### src/rtl/misc_pkg.sv
// Shared mode constants for muxes and arbiters.
// Selects how an arbitrated mux picks among requesters.
package misc_pkg;

    typedef enum logic {
        ARB_RR    = 1'b0,
        ARB_FIXED = 1'b1
    } arb_mode_e;

endpackage

### src/rtl/arb_mux_rr_picker.sv
// Combinational round-robin picker: first request at or after ptr.
// Doubling the request vector turns the wrap-around into a linear search.
module rr_picker #(
    parameter int N_IN = 4,
    localparam int IW  = $clog2(N_IN)
) (
    input  logic [N_IN-1:0] req,
    input  logic [IW-1:0]   ptr,
    output logic [N_IN-1:0] grant,
    output logic [IW-1:0]   idx
);

    logic [2*N_IN-1:0] dbl;
    logic              found;

    // Lowest set bit of {req,req} at position >= ptr, folded back mod N_IN
    always_comb begin
        dbl   = {req, req};
        found = 1'b0;
        idx   = '0;
        grant = '0;
        for (int j = 0; j < 2*N_IN; j++) begin
            if (!found && dbl[j] && (j >= int'(ptr))) begin
                found = 1'b1;
                idx   = IW'(j % N_IN);
            end
        end
        if (found) begin
            grant[idx] = 1'b1;
        end
    end

endmodule

### src/rtl/arb_mux.sv
// N:1 arbitrated mux with valid/ready inputs and a registered output.
// Round-robin or fixed-priority grant; one transfer per cycle when open.
module arb_mux
    import misc_pkg::*;
#(
    parameter int        WIDTH = 32,
    parameter int        N_IN  = 4,
    parameter arb_mode_e MODE  = ARB_RR,
    localparam int       IW    = $clog2(N_IN)
) (
    input  logic                  clk,
    input  logic                  rst,
    input  logic [N_IN-1:0]       in_valid,
    input  logic [N_IN*WIDTH-1:0] in_data,
    output logic [N_IN-1:0]       in_ready,
    output logic                  out_valid,
    input  logic                  out_ready,
    output logic [WIDTH-1:0]      out_data,
    output logic [IW-1:0]         out_sel
);

    logic              load;
    logic              accept;
    logic [IW-1:0]     ptr;
    logic [IW-1:0]     ptr_eff;
    logic [N_IN-1:0]   grant;
    logic [IW-1:0]     win;
    logic [IW-1:0]     ptr_next;
    logic [WIDTH-1:0]  sel_data;

    // Output register can take a new beat when empty or draining now
    assign load = ~out_valid | out_ready;

    // Fixed priority is round-robin searching from channel 0
    assign ptr_eff = (MODE == ARB_FIXED) ? '0 : ptr;

    rr_picker #(
        .N_IN (N_IN)
    ) u_pick (
        .req   (in_valid),
        .ptr   (ptr_eff),
        .grant (grant),
        .idx   (win)
    );

    assign in_ready = rst ? '0 : (grant & {N_IN{load}});
    assign accept   = |(in_valid & in_ready);

    // Explicit wrap so non-power-of-two channel counts return to 0
    assign ptr_next = (win == IW'(N_IN-1)) ? '0 : win + IW'(1);

    // AND-OR payload select over the one-hot grant
    always_comb begin
        sel_data = '0;
        for (int i = 0; i < N_IN; i++) begin
            sel_data = sel_data
                     | (in_data[i*WIDTH +: WIDTH] & {WIDTH{grant[i]}});
        end
    end

    // Output register and round-robin pointer
    always_ff @(posedge clk) begin
        if (rst) begin
            out_valid <= 1'b0;
            out_data  <= '0;
            out_sel   <= '0;
            ptr       <= '0;
        end else if (accept) begin
            out_valid <= 1'b1;
            out_data  <= sel_data;
            out_sel   <= win;
            ptr       <= ptr_next;
        end else if (out_ready) begin
            out_valid <= 1'b0;
        end
    end

endmodule

### config.mk
export PLATFORM = sky130hd
export DESIGN_NAME = arb_mux
export DESIGN_NICKNAME = d
export VERILOG_FILES = /design/src/rtl/misc_pkg.sv /design/src/rtl/arb_mux_rr_picker.sv /design/src/rtl/arb_mux.sv
export SDC_FILE = /design/constraint.sdc
export NUM_CORES = 1
export LEC_CHECK = 0
export CORE_MARGIN = 4
export CORE_UTILIZATION = 25
export CTS_CLUSTER_DIAMETER = 120
export DETAILED_ROUTE_END_ITERATION = 12
export PLACE_DENSITY = 0.74
export SETUP_SLACK_MARGIN = 0.02
export SLEW_MARGIN = 10
export SYNTH_ARGS = -nofsm -noshare
export SYNTH_HDL_FRONTEND = slang
export SYNTH_SLANG_ARGS = --single-unit
### constraint.sdc
create_clock -name clk -period 7.6 [get_ports clk]
set_clock_uncertainty 0.1 [all_clocks]
set_input_delay 1.52 -clock clk [delete_from_list [all_inputs] [get_ports clk]]
set_output_delay 1.52 -clock clk [all_outputs]
set_load 0.03 [all_outputs]
==> flow_summary.toml <==
[final_layout]
fillers = 864
layout-drive-gt1-share_pct = 3.29
final_area_sq_um = 4110
n_antenna_cell = 0
syn_to_final_growth_pct = 78.1
nNetsFinal = 531

[synthesis]
synth_area_sq_um = 2310
synth_seq_cells = 37
synthArstFlopShare_pct = 0
syn_area_per_cell_sq_um = 9.78
yosysUniqueCellTypes = 30
synth_cells = 236
yosys_most_used_dff = "dfxtp_1"
synthDominantCellAreaShare_pct = 32.1
synth_common_cells = "dfxtp_1 (37), nand2b_1 (36), mux2i_1 (34)"
synthTopCellsByArea = "dfxtp_1 (32%), mux2i_1 (15%), a222oi_1 (14%)"
synth_edf_count = 0
ys_warn_count = 0
yosys.area.top_type = "dfxtp_1"
yosysSeqAreaShare_pct = 32.1
yosysMostFrequentCell = "dfxtp_1"
syn_nets = 373

[critical_path]
cpPeakStageDelay_ns = 0.59
crit_path_top_delay_cell = "clkdlybuf4s50_1"
crit_required_ns = 5.98
reg2reg_from = "ptr[0]"
crit_buf_inv = 3
cp.depth = 9
crit_arrival_ns = 4.02
regToRegSetupSlack_ns = 4.26
reg2reg_depth = 9
cp-start-kind = "primary input"
path_delay_family = "buffers and inverters"
timing.rr.end = "ptr[1]"
critPathKind = "in -> out"
crit_top_cell = "clkdlybuf4s50_1"
cp-end-kind = "output pin"
cp_max_fo = 8
crit_chain = "clkdlybuf4s50_1, nor2b_1, a211o_1, a21oi_1, inv_1, ha_1, nor2b_2, and2_1, clkdlybuf4s50_1"

[timing]
max_freq_mhz = 177
fin_tns_setup_ns = 0
hold_viol_final = 0
rsz0062_at_grt = "false"
maxSlewHeadroom_pct = 20.1
drv_slew = 0
tightestPinTransition_ns = 1.20
setup_viol = 0
post-route-min-period_ns = 5.64
min_period_over_period_pct = 74.2

[routing]
remaining_drc_errors = 0
viasPerCell = 5.01
ant_nets = 0
dr.pass1.iters = 5
drt-total-wl_um = 8190
dr.first_iter.drc_count = 209
vias = 2521
wl_per_cell_um = 16.3

[hold_path]
min_to = "out_data[26]"
hp-start = "out_data[26]"
hold_path_class = "reg -> reg"
holdPathStages = 2

[floorplanning]
die_y_um = 104
std_cell_rows = 34
die_area_sq_um = 10800
pin_count = 174
initial_utilization_pct = 26.1
core_area_sq_um = 8850
die_x_um = 104

[flow_run]
cap_violations = 0

[grt]
antenna_found_initial = 0
grt_max_degree = 39
grt_pass1_vias = 2567
grt_pass1_wl_um = 13100
grt_usage_pct = 14.4
grt.overflow.total = 0

[clocking]
cts-root-buf = "clkbuf_8"
path_clk_slew_ns = 0.07
clkSinkCount = 37
cts_buffers = 5
htree_levels = 2
hold_buffers = 0
clock_path_buffers = 2
cts_resized = 0
tritoncts = "yes"
cts_setup_buffers = 0
clk_latency_ns = 0.28

[placed_design]
port_buffers = 173
gp_congestion = 0.821
dpl_cell_area_sq_um = 4030
dp_hpwl_um = 6230

[power]
vdd_ir_drop_max_mv = 0.0907
power_density_nw_per_um2 = 271
power_mw = 1.11
cellLeakagePower_nw = 1.67

[run_status]
status = "complete, no violations"
## power by group
group | internal, mW | total [mW] | switching [mW]
clock | 0.0651 | 0.128 | 0.0629
sequential | 0.265 | 0.304 | 0.0397
combinational | 0.328 | 0.681 | 0.353
total | 0.658 | 1.11 | 0.456
## sequential cells by signal, summed over array words and instances, names as in the netlist
| register | cells |
|---|---|
| out_data | 32 |
| out_sel | 2 |
| out_valid | 1 |
| ptr | 2 |
## per-stage QoR
stage,util [%],cells,setup WS (ns),hold slack [ns]
finish,46.5,503,1.96,0.375
global route,46.5,503,1.79,0.400
CTS,46.5,503,1.96,0.382
detailed placement,45.6,495,1.97,0.369
global placement,45.6,495,2.05,0.362
floorplan,-,236,2.87,0.400
## layout by cell type (no fill, tap or decap), drive strengths merged
master	n
a22o	1
a21o	1
dfxtp	37
o311ai	1
and2	4
a21boi	32
buf	3
a222oi	32
a211oi	1
a21oi	5
or3	2
o22a	1
clkbuf	8
nand2b	36
ha	2
o221ai	1
nor2b	5
o21ai	2
inv	6
a211o	1
and3	1
clkdlybuf4s50	173
mux2i	34
o211a	1
mux2	1
nor2	3
nor4	1
## worst min-delay path: cells and delay by family (launching register included)
kind,cells,cell delay (ns)
flip-flops,1,0.31
multiplexers,1,0.06
AND/OR/NAND/NOR,1,0.06
## how the worst max path moves through the flow
stage                        endpoint         from  slack, ns
after global routing      in_ready[0]  in_valid[0]       1.79
after floorplan           in_ready[0]  in_valid[0]       2.87
after CTS                 in_ready[0]  in_valid[0]       1.96
final                     in_ready[0]  in_valid[0]       1.96
after global placement    in_ready[0]  in_valid[0]       2.05
after detailed placement  in_ready[0]  in_valid[0]       1.97
## area by class of cell
class                      instances  area (sq um)  share of cell area, %
clock buffer                       8          80.1                   1.95
inverter                           6          22.5                  0.548
multi-input combinational        168          1380                   33.5
sequential                        37           741                   18.0
tap                              108           135                   3.29
timing repair buffer             176          1750                   42.7
## cell families (layout without fill, tap and decap cells)
kind of cell	count (synthesis)	count (layout)	synth area share [%]
mux	35	35	15.2
fa+ha+maj	2	2	1.08
compound gates	79	79	29.3
buf+inv	31	190	8.51
simple gates	52	52	13.8
flops	37	37	32.1
## metal layers
| layer | share of wire [%] | routed length [um] | up-vias | track usage [%] |
|---|---|---|---|---|
| met1 | 39 | 3200 | 1175 | 16.2 |
| li1 | - | - | 1223 | - |
| met4 | 1.8 | 146 | 0 | 5.13 |
| met5 | 0 | 0 | - | 0 |
| met3 | 7.5 | 615 | 11 | 3.91 |
| met2 | 52 | 4230 | 112 | 26.1 |
Note: power is estimated with default switching activity, not from simulation.
